==> config.mk <==
export PLATFORM = sky130hd
export DESIGN_NAME = oam_dma
export DESIGN_NICKNAME = d
export VERILOG_FILES = /design/src/rtl/nes_bus_pkg.sv /design/src/rtl/oam_dma.sv
export SDC_FILE = /design/constraint.sdc
export NUM_CORES = 1
export LEC_CHECK = 0
export CAP_MARGIN = 0
export CORE_MARGIN = 2
export CORE_UTILIZATION = 41
export DETAILED_ROUTE_END_ITERATION = 10
export PLACE_DENSITY = 0.75
export SYNTH_ARGS = -nofsm -noshare
export SYNTH_HDL_FRONTEND = slang
export SYNTH_SLANG_ARGS = --single-unit
==> constraint.sdc <==
create_clock -name clk -period 1.45 [get_ports clk]
set_input_delay 0.2175 -clock clk [delete_from_list [all_inputs] [get_ports clk]]
set_output_delay 0.2175 -clock clk [all_outputs]
set_load 0.02 [all_outputs]
==> src/rtl/nes_bus_pkg.sv <==
// Shared NES CPU-bus constants and the sprite-DMA state encoding.
package nes_bus_pkg;

   localparam logic [15:0] OAM_DATA_ADDR = 16'h2004;  // PPU OAMDATA
   localparam logic [15:0] DMA_REG_ADDR  = 16'h4014;  // OAMDMA trigger register
   localparam int unsigned XFER_LEN      = 256;       // bytes per sprite DMA

   typedef enum logic [2:0] {
      IDLE,
      HALT,
      ALIGN,
      GET,
      PUT
   } dma_state_t;

endpackage

==> src/rtl/oam_dma.sv <==
// Sprite DMA bus initiator: stalls the CPU and copies one 256-byte page to OAMDATA,
// alternating GET (read source byte) and PUT (write OAMDATA) CPU cycles.
module oam_dma
   import nes_bus_pkg::*;
(
   input  logic        clk,
   input  logic        reset_n,
   input  logic        cpu_ce,
   input  logic        dma_start,
   input  logic [7:0]  dma_page,
   input  logic [7:0]  bus_rdata,
   output logic        cpu_halt,
   output logic        dma_busy,
   output logic        dma_done,
   output logic [15:0] bus_addr,
   output logic [7:0]  bus_wdata,
   output logic        bus_rden,
   output logic        bus_wren
);

   localparam logic [7:0] IDX_LAST = 8'(XFER_LEN - 1);

   dma_state_t state_q, state_d;
   logic [7:0] page_q, page_d;
   logic [7:0] idx_q, idx_d;
   logic [7:0] data_q, data_d;
   logic       parity_q;
   logic       done_q, done_d;

   // State and datapath registers; parity tracks CPU cycle parity even while idle.
   always_ff @(posedge clk or negedge reset_n) begin
      if (!reset_n) begin
         state_q  <= IDLE;
         page_q   <= 8'h00;
         idx_q    <= 8'h00;
         data_q   <= 8'h00;
         parity_q <= 1'b0;
         done_q   <= 1'b0;
      end else begin
         state_q  <= state_d;
         page_q   <= page_d;
         idx_q    <= idx_d;
         data_q   <= data_d;
         done_q   <= done_d;
         if (cpu_ce) begin
            parity_q <= ~parity_q;
         end
      end
   end

   // Next-state logic; every transition except the start strobe waits for a CPU cycle end.
   always_comb begin
      state_d = state_q;
      page_d  = page_q;
      idx_d   = idx_q;
      data_d  = data_q;
      done_d  = 1'b0;
      unique case (state_q)
         IDLE: begin
            // A cpu_ce coinciding with the strobe is not the end of the dummy cycle.
            if (dma_start) begin
               page_d  = dma_page;
               idx_d   = 8'h00;
               state_d = HALT;
            end
         end
         HALT: begin
            // New parity after this ce is ~parity_q; reads must start on an even cycle.
            if (cpu_ce) begin
               state_d = parity_q ? GET : ALIGN;
            end
         end
         ALIGN: begin
            if (cpu_ce) begin
               state_d = GET;
            end
         end
         GET: begin
            if (cpu_ce) begin
               data_d  = bus_rdata;
               state_d = PUT;
            end
         end
         PUT: begin
            if (cpu_ce) begin
               if (idx_q == IDX_LAST) begin
                  state_d = IDLE;
                  done_d  = 1'b1;
               end else begin
                  // idx wraps within the page; page itself never increments.
                  idx_d   = idx_q + 8'd1;
                  state_d = GET;
               end
            end
         end
         default: begin
            state_d = IDLE;
         end
      endcase
   end

   // Bus and status outputs decode purely from registered state.
   always_comb begin
      cpu_halt  = (state_q != IDLE);
      dma_busy  = (state_q != IDLE);
      dma_done  = done_q;
      bus_addr  = 16'h0000;
      bus_wdata = 8'h00;
      bus_rden  = 1'b0;
      bus_wren  = 1'b0;
      unique case (state_q)
         GET: begin
            bus_addr = {page_q, idx_q};
            bus_rden = 1'b1;
         end
         PUT: begin
            bus_addr  = OAM_DATA_ADDR;
            bus_wdata = data_q;
            bus_wren  = 1'b1;
         end
         default: begin
         end
      endcase
   end

endmodule

==> impl_table.tex, run 1 <==
\begin{tabular}{lr}
\hline
Metric & Value \\
\hline
\multicolumn{2}{l}{\textbf{Global route}} \\
Peak-usage layer in the global routing report & met2 \\
Grt met3 use & 0.0521 \\
Antenna violations before repair & 0 \\
Met1 usage in global routing & 0.246 \\
Overall track demand over capacity in global routing & 0.213 \\
Global-route wire length before repair & 6.82 mm \\
Global routing usage on met2 & 0.383 \\
Pin count of the biggest net entering global routing & 30 \\
Vias in the first global route & about 1,500 \\
Overflow after GRT & 0 \\
\multicolumn{2}{l}{\textbf{Layout}} \\
Number of fill cells in the layout & around 240 \\
Area used by sequential logic in the layout & approximately 730 um\^{}2 \\
Number of antenna diodes & 0 \\
Area taken by multi-input logic gates & 910 um\^{}2 \\
Area growth from synthesis to layout & 74.1\% \\
Final Non-Filler Cells & approximately 280 \\
Fraction of final layout cells with drive strength greater than 1 & 0.608 \\
Final nets & around 250 \\
\multicolumn{2}{l}{\textbf{Drt}} \\
Total wire length & between 4 and 5 mm \\
Total vias in the final route & 1,493 \\
Detail Route Antenna Nets & 0 \\
Mean number of vias per cell & about 5.4 \\
1st-pass router iterations & 4 \\
Residual DRC & 0 \\
Wire length per cell after detailed routing & around 17 um \\
Count of routing violations after the opening detailed-route iteration & 74 \\
\multicolumn{2}{l}{\textbf{Clocking}} \\
Clock-pin transition on the worst setup and hold timing paths & 0.06 ns \\
H-Tree Level Count & 2 \\
Clk Tree Root Cell & sky130\_fd\_sc\_hd\_\_clkbuf\_8 \\
CTS tree & done \\
Maximum buffer depth of the clock tree & 2 \\
Later-pin clock latency in the skew report & around 0.28 ns \\
Num Clock Sinks & 29 \\
Clock buffers created by TritonCTS & 5 \\
\multicolumn{2}{l}{\textbf{Timing}} \\
Slew at the pin with the worst max-slew slack & roughly 0.41 ns \\
Final setup margin & -0.152 ns \\
Fin. max-slew vios & 0 \\
Minimum period implied by the final worst setup slack & around 1.6 ns \\
Fmax & 624 MHz \\
Hold Violations, Final & 0 \\
Period utilisation layout & 1.10 \\
Final setup viols & 36 \\
Max Clock Skew & between 0.009 and 0.01 ns \\
Worst rel slew slack & 0.723 \\
Sum of negative setup slack & -3.13 ns \\
Unrepaired setup endpoints after global routing & yes \\
\multicolumn{2}{l}{\textbf{Yosys}} \\
Post-synth top area share & 0.476 \\
Async set-reset flop share out of synthesis & 1.00 \\
Seq/Total Area, Yosys & 0.476 \\
Cell area after technology mapping & 1520 um\^{}2 \\
Gate Count Post-Synth & between 100 and 150 \\
Yosys top cell by area & sky130\_fd\_sc\_hd\_\_dfrtp\_1 \\
Number of enable-type register cells in the synthesized netlist & 0 \\
Synthesis-stage register bit count & 29 \\
Post-synth top flop & sky130\_fd\_sc\_hd\_\_dfrtp\_1 \\
Number of distinct library cells after synthesis & 39 \\
Synthesized Nets & 160 \\
Mean area per synthesized cell & 11.0 um\^{}2 \\
Top post-synthesis cells by area & sky130\_fd\_sc\_hd\_\_dfrtp\_1 48\%, sky130\_fd\_sc\_hd\_\_mux2\_2 13\%, sky130\_fd\_sc\_hd\_\_and2\_1 4.5\% \\
Synth Warn \# & 0 \\
\multicolumn{2}{l}{\textbf{Floorplan}} \\
Die Footprint & around 4200 um\^{}2 \\
Vertical extent of the die & about 65 um \\
Top-level I/O count & slightly below 50 \\
Die width & 65.0 um \\
\# rows & 22 \\
Core region area & 3610 um\^{}2 \\
Initial Util & 0.423 \\
\multicolumn{2}{l}{\textbf{Setup path}} \\
Highest net fanout along the worst path & 4 \\
Kind of capture point of the worst setup path & primary output \\
Type of the worst setup path & flop to primary output \\
Reg-to-Reg Start & state\_q[1]\$\_DFFE\_PN0P\_ \\
Worst EP required & between 1 and 1.5 ns \\
Crit path launch type & flop \\
Data arrival time of the critical path & around 1.4 ns \\
First element of the critical path & state\_q[0]\$\_DFFE\_PN0P\_ \\
\multicolumn{2}{l}{\textbf{Power and ir drop}} \\
Max IR drop VDD & between 1 and 1.5 mV \\
Clock network power share & 0.141 \\
Internal power & 2.95 mW \\
Leakage component of the power & roughly 1.2 nW \\
Share of total power consumed by net switching & 0.367 \\
Share of power burned in registers & 0.302 \\
Switching power total & 1.71 mW \\
Cell area power density & between 1500 and 2000 nW/um\^{}2 \\
Logic pwr share & 0.557 \\
Total power & around 4.7 mW \\
\multicolumn{2}{l}{\textbf{Run status}} \\
Result of the run & complete, but fails checks \\
Violations in the final reports & negative setup slack \\
\multicolumn{2}{l}{\textbf{Placed design}} \\
Final RePlAce weighted congestion & 0.988 \\
HPWL after detailed placement & 2.93 mm \\
Placed instance count & between 200 and 300 \\
Buffers added on ports & 48 \\
\multicolumn{2}{l}{\textbf{Run}} \\
Max-Cap Viols & 0 \\
\multicolumn{2}{l}{\textbf{Hold path}} \\
Path type of the worst min-delay path & primary input to asynchronous set/reset pin \\
\hline
\end{tabular}
worst max-delay path: stages, from the launching register on:
cell and delay, ns:
sky130_fd_sc_hd__dfrtp_2 0.44, sky130_fd_sc_hd__buf_6 0.13, sky130_fd_sc_hd__or3_4 0.39, sky130_fd_sc_hd__buf_6 0.15
path summary, 6_finish.rpt:
kind                       slack (ns)  cells after the start                endpoint
max                             -0.15                      3                cpu_halt
min                              0.33                      2    idx_q[1]$_DFFE_PN0P_
max reg2reg                     -0.14                      6    idx_q[7]$_DFFE_PN0P_
min reg2reg                      0.49                      1    parity_q$_DFFE_PN0P_
max in group asynchronous        0.82                      2  state_q[0]$_DFFE_PN0P_
min in group clk                 0.49                      1    parity_q$_DFFE_PN0P_
synthesized netlist by cell type, types with 2 or more instances:
cell type	n
sky130_fd_sc_hd__o31a_1	2
sky130_fd_sc_hd__inv_1	5
sky130_fd_sc_hd__nor2_1	4
sky130_fd_sc_hd__o21ai_0	7
sky130_fd_sc_hd__o211ai_1	2
sky130_fd_sc_hd__nor3_1	5
sky130_fd_sc_hd__a21oi_1	2
sky130_fd_sc_hd__dfrtp_1	29
sky130_fd_sc_hd__nand2_1	11
sky130_fd_sc_hd__and2_1	11
sky130_fd_sc_hd__a31oi_1	2
sky130_fd_sc_hd__buf_4	3
sky130_fd_sc_hd__and3_1	8
sky130_fd_sc_hd__mux2_2	17
sky130_fd_sc_hd__nand4_1	3
sky130_fd_sc_hd__buf_6	2
sky130_fd_sc_hd__nand3_1	4
kinds of logic (layout without fill, tap and decap cells):
logic type,count (synthesis),in the layout,share of synthesized area
AOI/OAI and AO/OA,23,23,0.109
xor gates and xnor gates,2,2,0.0115
adders and majority gates,1,1,0.00821
buffers and inverters,13,100,0.0501
DFF,29,29,0.476
muxes,17,17,0.126
and+or+nand+nor,54,55,0.219
through the flow:
| stage | worst slack (ns) | cell area, um^2 | utilization | hold WS (ns) |
|---|---|---|---|---|
| after detailed placement | -0.300 | 2230 | 0.618 | 0.469 |
| after CTS | -0.154 | 2510 | 0.695 | 0.351 |
| after global placement | -0.235 | 2230 | 0.618 | 0.456 |
| after global routing | -0.209 | 2650 | 0.736 | 0.375 |
| final | -0.152 | 2650 | 0.736 | 0.326 |
| after floorplan | 0.00242 | 1540 | - | -0.0781 |
metal layers:
metal / vias to the layer above / share of wire
met5: - / 0
met1: 750 / 0.38
met4: 0 / 0.030
li1: 675 / -
met3: 12 / 0.046
met2: 56 / 0.55
flip-flops by register name (all words and copies together) (netlist names):
register / flops
dma_done: 1
page_q: 8
parity_q: 1
data_q: 8
idx_q: 8
state_q: 3
cell type report:
| class | instances | share of cell area |
|---|---|---|
| multi-input cells | 98 | 0.343 |
| repair buffers | 87 | 0.318 |
| flip-flops and latches | 29 | 0.276 |
| clock buffers | 7 | 0.0325 |
| well taps | 48 | 0.0226 |
| inverters | 6 | 0.00849 |
cell usage in the layout, fill, tap and decap left out, types with 3 or more instances in the layout:
| master | count |
|---|---|
| sky130_fd_sc_hd__buf_6 | 34 |
| sky130_fd_sc_hd__buf_4 | 32 |
| sky130_fd_sc_hd__dfrtp_1 | 24 |
| sky130_fd_sc_hd__clkdlybuf4s50_1 | 20 |
| sky130_fd_sc_hd__mux2_2 | 17 |
| sky130_fd_sc_hd__and2_4 | 10 |
| sky130_fd_sc_hd__and3_1 | 8 |
| sky130_fd_sc_hd__clkbuf_8 | 6 |
| sky130_fd_sc_hd__nand2_2 | 5 |
| sky130_fd_sc_hd__inv_1 | 5 |
| sky130_fd_sc_hd__nand2_1 | 5 |
| sky130_fd_sc_hd__dfrtp_2 | 5 |
| sky130_fd_sc_hd__nand4_1 | 3 |
| sky130_fd_sc_hd__o21ai_2 | 3 |
| sky130_fd_sc_hd__o21ai_0 | 3 |
repair_timing:
action                                  CTS  global route
hold buffers                              0             0
buffers inserted                          8             3
pin swaps                                14            14
resized for setup                       198            29
endpoints found under the setup margin   35            54
cloned                                    1             1
power groups by stage:
stage                     registers [mW]  clock network (mW)  logic, mW
after floorplan                     1.32                   0       1.14
after global placement              1.34                   0       1.87
after detailed placement            1.37                   0       1.92
after CTS                           1.38               0.684       2.35
after global routing                1.43               0.721       2.75
final                               1.41               0.660       2.60
Power figures use the tool's default switching activity.
==> run 2: changes to the inputs <==
Settings changed: CELL_PAD_IN_SITES_DETAIL_PLACEMENT set to 1, CELL_PAD_IN_SITES_GLOBAL_PLACEMENT set to 2, CORE_UTILIZATION 41 to 34, DONT_BUFFER_PORTS set to 1, PLACE_DENSITY 0.75 to not set, PLACE_DENSITY_LB_ADDON set to 0.1.
==> impl_table.tex, run 2 (synthesis gave the netlist of run 1 again) <==
\begin{tabular}{lr}
\hline
Metric & Value \\
\hline
\multicolumn{2}{l}{\textbf{Run status}} \\
Result of the run & complete, but fails checks (unchanged) \\
Violations in the final reports & negative setup slack (unchanged) \\
\multicolumn{2}{l}{\textbf{Layout}} \\
Area growth from synthesis to layout & 35.0\% (was 74.1\%) \\
Most common cell after layout, fill and taps aside & sky130\_fd\_sc\_hd\_\_dfrtp\_1 (was sky130\_fd\_sc\_hd\_\_buf\_6) \\
Final nets & 188 (was 248) \\
Final Non-Filler Cells & 220 (was 275) \\
Number of fill cells in the layout & 471 (was 237) \\
Fraction of final layout cells with drive strength greater than 1 & 0.565 (was 0.608) \\
Most frequent cells in the layout & 25 x sky130\_fd\_sc\_hd\_\_dfrtp\_1, 17 x sky130\_fd\_sc\_hd\_\_mux2\_2, 16 x sky130\_fd\_sc\_hd\_\_buf\_4, 11 x sky130\_fd\_sc\_hd\_\_and2\_4, 7 x sky130\_fd\_sc\_hd\_\_nand2\_1 (was 34 x sky130\_fd\_sc\_hd\_\_buf\_6, 32 x sky130\_fd\_sc\_hd\_\_buf\_4, 24 x sky130\_fd\_sc\_hd\_\_dfrtp\_1, 20 x sky130\_fd\_sc\_hd\_\_clkdlybuf4s50\_1, 17 x sky130\_fd\_sc\_hd\_\_mux2\_2) \\
Registers with the most flip-flops & data\_q x8, idx\_q x8, page\_q x8 (unchanged) \\
Number of antenna diodes & 0 (unchanged) \\
\multicolumn{2}{l}{\textbf{Global route}} \\
Vias in the first global route & 1,282 (was 1,457) \\
Global-route wire length before repair & 6.51 mm (was 6.82 mm) \\
Antenna violations before repair & 0 (unchanged) \\
Overall track demand over capacity in global routing & 0.171 (was 0.213) \\
Overflow after GRT & 0 (unchanged) \\
Pin count of the biggest net entering global routing & 30 (unchanged) \\
\multicolumn{2}{l}{\textbf{Timing}} \\
Slew at the pin with the worst max-slew slack & 0.331 ns (was 0.414 ns) \\
Final setup margin & -0.118 ns (was -0.152 ns) \\
Minimum period implied by the final worst setup slack & 1.57 ns (was 1.60 ns) \\
Worst rel slew slack & 0.778 (was 0.723) \\
Unrepaired setup endpoints after global routing & yes (unchanged) \\
Final setup viols & 27 (was 36) \\
Hold Violations, Final & 0 (unchanged) \\
Post-route worst hold slack & 0.0616 ns (was 0.326 ns) \\
Fin. max-slew vios & 0 (unchanged) \\
Period utilisation layout & 1.08 (was 1.10) \\
Fmax & 638 MHz (was 624 MHz) \\
Max Clock Skew & 0.00540 ns (was 0.00942 ns) \\
\multicolumn{2}{l}{\textbf{Floorplan}} \\
Vertical extent of the die & 71.0 um (was 65.0 um) \\
Core region area & 4320 um\^{}2 (was 3610 um\^{}2) \\
Initial Util & 0.352 (was 0.423) \\
Die Footprint & 5030 um\^{}2 (was 4220 um\^{}2) \\
Top-level I/O count & 49 (unchanged) \\
Die width & 71.0 um (was 65.0 um) \\
\# rows & 24 (was 22) \\
\multicolumn{2}{l}{\textbf{Drt}} \\
Residual DRC & 0 (unchanged) \\
Detail Route Antenna Nets & 0 (unchanged) \\
Total wire length & 4.12 mm (was 4.68 mm) \\
Wire length per cell after detailed routing & 18.7 um (was 17.0 um) \\
Mean number of vias per cell & 5.45 (was 5.43) \\
Count of routing violations after the opening detailed-route iteration & 26 (was 74) \\
Total vias in the final route & 1,198 (was 1,493) \\
1st-pass router iterations & 4 (unchanged) \\
\multicolumn{2}{l}{\textbf{Setup path}} \\
Highest net fanout along the worst path & 7 (was 4) \\
Type of the worst setup path & flop to primary output (unchanged) \\
Kind of capture point of the worst setup path & primary output (unchanged) \\
Number of cells traversed by the worst register-to-register path & 5 (was 6) \\
Reg-to-reg slack, setup & -0.08 ns (was -0.14 ns) \\
Data arrival time of the critical path & 1.35 ns (was 1.38 ns) \\
Crit path launch type & flop (unchanged) \\
Reg-to-Reg Start & state\_q[0]\$\_DFFE\_PN0P\_ (was state\_q[1]\$\_DFFE\_PN0P\_) \\
RR Endpoint & idx\_q[7]\$\_DFFE\_PN0P\_ (unchanged) \\
Worst EP required & 1.23 ns (about the same) \\
\multicolumn{2}{l}{\textbf{Clocking}} \\
Clock buffers created by TritonCTS & 5 (unchanged) \\
Maximum buffer depth of the clock tree & 2 (unchanged) \\
Later-pin clock latency in the skew report & 0.29 ns (was 0.28 ns) \\
Clock-pin transition on the worst setup and hold timing paths & 0.07 ns (was 0.06 ns) \\
Clk Tree Root Cell & sky130\_fd\_sc\_hd\_\_clkbuf\_8 (unchanged) \\
CTS tree & done (unchanged) \\
H-Tree Level Count & 2 (unchanged) \\
Num Clock Sinks & 29 (unchanged) \\
\multicolumn{2}{l}{\textbf{Power and ir drop}} \\
Max IR drop VDD & 0.649 mV (was 1.20 mV) \\
Leakage component of the power & 0.888 nW (was 1.22 nW) \\
Cell area power density & 1900 nW/um\^{}2 (was 1760 nW/um\^{}2) \\
\multicolumn{2}{l}{\textbf{Run}} \\
Max-Cap Viols & 0 (unchanged) \\
\multicolumn{2}{l}{\textbf{Placed design}} \\
Placed instance count & 202 (was 255) \\
Final RePlAce weighted congestion & 0.730 (was 0.988) \\
HPWL after detailed placement & 2.73 mm (was 2.93 mm) \\
Buffers added on ports & 0 (was 48) \\
\multicolumn{2}{l}{\textbf{Hold path}} \\
Worst Min Path Start & cpu\_ce \\
Count of cells along the worst hold path & 1 \\
Endpoint of the worst hold-timing path & state\_q[2]\$\_DFFE\_PN0P\_ \\
Path type of the worst min-delay path & primary input to flop (was primary input to asynchronous set/reset pin) \\
\hline
\end{tabular}
run 2: cell types whose count changed in the layout (fill, tap and decap cells not counted), sizes merged:
cell,before,now
buf,67,25
clkdlybuf4s50,20,0
clkinv,0,2
dlygate4sd3,0,2
clkbuf,7,6
run 2: worst max-delay path by stage:
stage | from | to
5_1_grt | state_q[0]$_DFFE_PN0P_ | bus_wdata[3]
3_3_place_gp | idx_q[0]$_DFFE_PN0P_ | idx_q[4]$_DFFE_PN0P_
2_1_floorplan | idx_q[0]$_DFFE_PN0P_ | idx_q[4]$_DFFE_PN0P_
6_report | state_q[0]$_DFFE_PN0P_ | bus_wdata[6]
3_5_place_dp | idx_q[0]$_DFFE_PN0P_ | idx_q[4]$_DFFE_PN0P_
4_1_cts | state_q[1]$_DFFE_PN0P_ | bus_wdata[6]
run 2: timing repair:
action	in CTS	in global routing
pin swaps	4	11
setup buffers	3	3
endpoints found under the hold margin	30	0
cloned	0	1
resized for setup	37	25
setup endpoints to repair	29	35
hold buffers	3	0
run 2: through the flow:
step           setup TNS, ns   util  worst slack, ns  total power [mW]  instance area, um^2
4_1_cts                -3.01  0.447           -0.139              3.78                 1930
3_3_place_gp               0  0.395           0.0586              2.82                 1710
6_report               -1.54  0.476           -0.118              3.91                 2060
3_5_place_dp         -0.0575  0.395          -0.0575              2.89                 1710
5_1_grt                -3.64  0.476           -0.161              4.16                 2060
2_1_floorplan              0      -          0.00242              2.46                 1540
run 2: cell type report:
cell class | count | area (um^2) | area share
Sequential cell | 29 | 731 | 0.355
Multi-Input combinational cell | 98 | 883 | 0.429
Clock buffer | 6 | 72.6 | 0.0353
Clock inverter | 2 | 10.0 | 0.00487
Tap cell | 52 | 65.1 | 0.0316
Inverter | 6 | 27.5 | 0.0134
Timing Repair Buffer | 27 | 268 | 0.130
run 2: metal layers:
metal  wire, um  track usage  part of all wire  vias up
met4         69       0.0692             0.017        0
met3        217       0.0570             0.053        7
li1           -            -                 -      551
met1       1780        0.214              0.43      606
met5          0            0                 0        -
met2       2050        0.272              0.50       34
run 2: critical path, stage by stage, from the launching register on:
cell	delay, ns
sky130_fd_sc_hd__dfrtp_2	0.44
sky130_fd_sc_hd__nor2_1	0.11
sky130_fd_sc_hd__buf_4	0.17
sky130_fd_sc_hd__buf_6	0.12
sky130_fd_sc_hd__and3_4	0.22
run 2: where the power goes:
part | switching [mW] | internal, mW | total, mW
Sequential | 0.223 | 1.15 | 1.38
Combinational | 0.966 | 0.907 | 1.87
Clock | 0.330 | 0.332 | 0.663
Total | 1.52 | 2.39 | 3.91
==> run 3: changes to the inputs <==
Settings changed: CORE_MARGIN 2 to 1.5, CORE_UTILIZATION 34 to 25, DONT_BUFFER_PORTS 1 to not set.
==> impl_table.tex, run 3 (synthesis gave the netlist of run 1 again) <==
\begin{tabular}{lr}
\hline
Metric & Value \\
\hline
\multicolumn{2}{l}{\textbf{Layout}} \\
Final Non-Filler Cells & 299 (was 220) \\
Most frequent cells in the layout & 38 x sky130\_fd\_sc\_hd\_\_buf\_6, 27 x sky130\_fd\_sc\_hd\_\_dfrtp\_1, 25 x sky130\_fd\_sc\_hd\_\_buf\_4, 20 x sky130\_fd\_sc\_hd\_\_clkdlybuf4s50\_1, 17 x sky130\_fd\_sc\_hd\_\_mux2\_2 (was 25 x sky130\_fd\_sc\_hd\_\_dfrtp\_1, 17 x sky130\_fd\_sc\_hd\_\_mux2\_2, 16 x sky130\_fd\_sc\_hd\_\_buf\_4, 11 x sky130\_fd\_sc\_hd\_\_and2\_4, 7 x sky130\_fd\_sc\_hd\_\_nand2\_1) \\
Finished layout cell area & 2650 um\^{}2 (was 2060 um\^{}2) \\
Registers with the most flip-flops & data\_q x8, idx\_q x8, page\_q x8 (unchanged) \\
Fraction of final layout cells with drive strength greater than 1 & 0.580 (was 0.565) \\
Most common cell after layout, fill and taps aside & sky130\_fd\_sc\_hd\_\_buf\_6 (was sky130\_fd\_sc\_hd\_\_dfrtp\_1) \\
Final nets & 245 (was 188) \\
Number of antenna diodes & 0 (unchanged) \\
Area growth from synthesis to layout & 73.7\% (was 35.0\%) \\
\multicolumn{2}{l}{\textbf{Floorplan}} \\
Vertical extent of the die & 81.1 um (was 71.0 um) \\
Die Footprint & 6570 um\^{}2 (was 5030 um\^{}2) \\
Initial Util & 0.259 (was 0.352) \\
\# rows & 28 (was 24) \\
Die width & 81.1 um (was 71.0 um) \\
Top-level I/O count & 49 (unchanged) \\
Core region area & 5890 um\^{}2 (was 4320 um\^{}2) \\
\multicolumn{2}{l}{\textbf{Drt}} \\
Detail Route met2 WL & 2.66 mm (was 2.05 mm) \\
Mean number of vias per cell & 4.72 (was 5.45) \\
1st-pass router iterations & 4 (unchanged) \\
Sum of met3 wire segment lengths after detailed routing & 205 um (was 217 um) \\
Routed length on met1 & 1.91 mm (was 1.78 mm) \\
Count of routing violations after the opening detailed-route iteration & 60 (was 26) \\
Residual DRC & 0 (unchanged) \\
Wire length per cell after detailed routing & 16.1 um (was 18.7 um) \\
Top layer in use & met4 (unchanged) \\
Total wire length & 4.80 mm (was 4.12 mm) \\
Detail Route Antenna Nets & 0 (unchanged) \\
Total vias in the final route & 1,410 (was 1,198) \\
\multicolumn{2}{l}{\textbf{Setup path}} \\
Crit path launch type & flop (unchanged) \\
Worst EP required & 1.23 ns (about the same) \\
Kind of cell adding the most delay to the critical path & flip-flops (unchanged) \\
Type of the worst setup path & flop to primary output (unchanged) \\
Data arrival time of the critical path & 1.41 ns (was 1.35 ns) \\
Sum of buffers and inverters on the critical path & 3 (was 2) \\
CP cell instances & buf\_6, buf\_6, or3\_4, buf\_6 (was nor2\_1, buf\_4, buf\_6, and3\_4) \\
Highest-delay cell along the critical path & sky130\_fd\_sc\_hd\_\_dfrtp\_2 (unchanged) \\
Kind of capture point of the worst setup path & primary output (unchanged) \\
CP max stage delay & 0.43 ns (was 0.44 ns) \\
Cell occurring most often along the worst timing path & sky130\_fd\_sc\_hd\_\_buf\_6 \\
Highest net fanout along the worst path & 4 (was 7) \\
\multicolumn{2}{l}{\textbf{Run}} \\
Max-Cap Viols & 0 (unchanged) \\
\multicolumn{2}{l}{\textbf{Run status}} \\
Result of the run & complete, but fails checks (unchanged) \\
Violations in the final reports & negative setup slack (unchanged) \\
\multicolumn{2}{l}{\textbf{Global route}} \\
Overflow after GRT & 0 (unchanged) \\
Overall track demand over capacity in global routing & 0.154 (was 0.171) \\
Pin count of the biggest net entering global routing & 30 (unchanged) \\
Vias in the first global route & 1,537 (was 1,282) \\
Global-route wire length before repair & 7.65 mm (was 6.51 mm) \\
Antenna violations before repair & 0 (unchanged) \\
\multicolumn{2}{l}{\textbf{Timing}} \\
Final setup margin & -0.181 ns (was -0.118 ns) \\
Fin. max-slew vios & 0 (unchanged) \\
Minimum period implied by the final worst setup slack & 1.63 ns (was 1.57 ns) \\
Period utilisation layout & 1.12 (was 1.08) \\
Slew at the pin with the worst max-slew slack & 0.298 ns (was 0.331 ns) \\
Worst rel slew slack & 0.801 (was 0.778) \\
Fmax & 613 MHz (was 638 MHz) \\
Hold Violations, Final & 0 (unchanged) \\
Final setup viols & 31 (was 27) \\
Max Clock Skew & 0.00241 ns (was 0.00540 ns) \\
Unrepaired setup endpoints after global routing & yes (unchanged) \\
\multicolumn{2}{l}{\textbf{Power and ir drop}} \\
Logic pwr share & 0.551 (was 0.479) \\
Switching power total & 1.66 mW (was 1.52 mW) \\
Internal power & 2.92 mW (was 2.39 mW) \\
Total power & 4.58 mW (was 3.91 mW) \\
Cell area power density & 1730 nW/um\^{}2 (was 1900 nW/um\^{}2) \\
Share of total power consumed by net switching & 0.362 (was 0.389) \\
Max IR drop VDD & 0.659 mV (was 0.649 mV) \\
Share of power burned in registers & 0.302 (was 0.352) \\
Clock network power share & 0.147 (was 0.169) \\
Leakage component of the power & 1.21 nW (was 0.888 nW) \\
\multicolumn{2}{l}{\textbf{Placed design}} \\
Buffers added on ports & 48 (was 0) \\
Placement Cell Area & 2270 um\^{}2 (was 1710 um\^{}2) \\
Final RePlAce weighted congestion & 0.802 (was 0.730) \\
HPWL after detailed placement & 3.32 mm (was 2.73 mm) \\
Placed instance count & 281 (was 202) \\
\multicolumn{2}{l}{\textbf{Clocking}} \\
Clk Tree Root Cell & sky130\_fd\_sc\_hd\_\_clkbuf\_8 (unchanged) \\
Num Clock Sinks & 29 (unchanged) \\
Clock-pin transition on the worst setup and hold timing paths & 0.06 ns (was 0.07 ns) \\
CTS tree & done (unchanged) \\
Clock buffers created by TritonCTS & 5 (unchanged) \\
Maximum buffer depth of the clock tree & 2 (unchanged) \\
Later-pin clock latency in the skew report & 0.28 ns (was 0.29 ns) \\
H-Tree Level Count & 2 (unchanged) \\
\multicolumn{2}{l}{\textbf{Hold path}} \\
Path type of the worst min-delay path & primary input to asynchronous set/reset pin (was primary input to flop) \\
\hline
\end{tabular}
[run 3: changes by cell type in the layout (fill, tap and decap cells not counted), sizes merged]
| cell | delta |
|---|---|
| buf | +39 |
| clkdlybuf4s50 | +20 |
| clkinv | -2 |
| dlygate4sd3 | -2 |
| clkbuf | +1 |
[run 3: repair_timing]
action / in CTS / in global routing
buffers inserted: 8 / 2
setup endpoints to repair: 35 / 54
pin swaps: 11 / 18
gates resized for setup: 170 / 52
gates cloned: 0 / 2
hold buffers: 0 / 0
[run 3: worst paths after layout]
check,startpoint,end,slack (ns),cells past startpoint
worst max-delay path,state_q[1]$_DFFE_PN0P_,dma_busy,-0.18,4
worst min-delay path,reset_n,idx_q[5]$_DFFE_PN0P_,0.30,2
worst max register to register,state_q[1]$_DFFE_PN0P_,idx_q[7]$_DFFE_PN0P_,-0.15,6
worst min register to register,parity_q$_DFFE_PN0P_,parity_q$_DFFE_PN0P_,0.47,1
max in group asynchronous,reset_n,state_q[2]$_DFFE_PN0P_,0.96,2
min in group clk,parity_q$_DFFE_PN0P_,parity_q$_DFFE_PN0P_,0.47,1
[run 3: power by group through the flow]
| stage | clock (mW) | combinational (mW) | sequential [mW] |
|---|---|---|---|
| 6_report | 0.673 | 2.52 | 1.38 |
| 5_1_grt | 0.735 | 2.72 | 1.44 |
| 4_1_cts | 0.710 | 2.18 | 1.35 |
| 3_5_place_dp | 0 | 1.94 | 1.37 |
| 3_3_place_gp | 0 | 1.90 | 1.34 |
| 2_1_floorplan | 0 | 1.14 | 1.32 |
[run 3: per-stage QoR]
stage | utilization | TNS, ns | hold slack (ns) | setup slack [ns]
after global routing | 0.450 | -5.38 | 0.311 | -0.233
after CTS | 0.415 | -3.79 | 0.308 | -0.185
after global placement | 0.385 | -9.99 | 0.465 | -0.278
after floorplan | - | 0 | -0.0781 | 0.00242
final | 0.450 | -2.30 | 0.303 | -0.181
after detailed placement | 0.385 | -11.18 | 0.471 | -0.318
[run 3: cell type report]
type / count / area (um^2)
Sequential cell: 29 / 728
Multi-Input combinational cell: 98 / 881
Tap cell: 75 / 93.8
Fill cell: 648 / 3240
Clock buffer: 7 / 86.3
Inverter: 6 / 22.5
Timing Repair Buffer: 84 / 836
[run 3: layer usage]
layer,GRT usage,up-vias
met1,0.184,714
met2,0.269,33
met4,0.0586,0
met3,0.0303,2
li1,-,661
met5,0,-
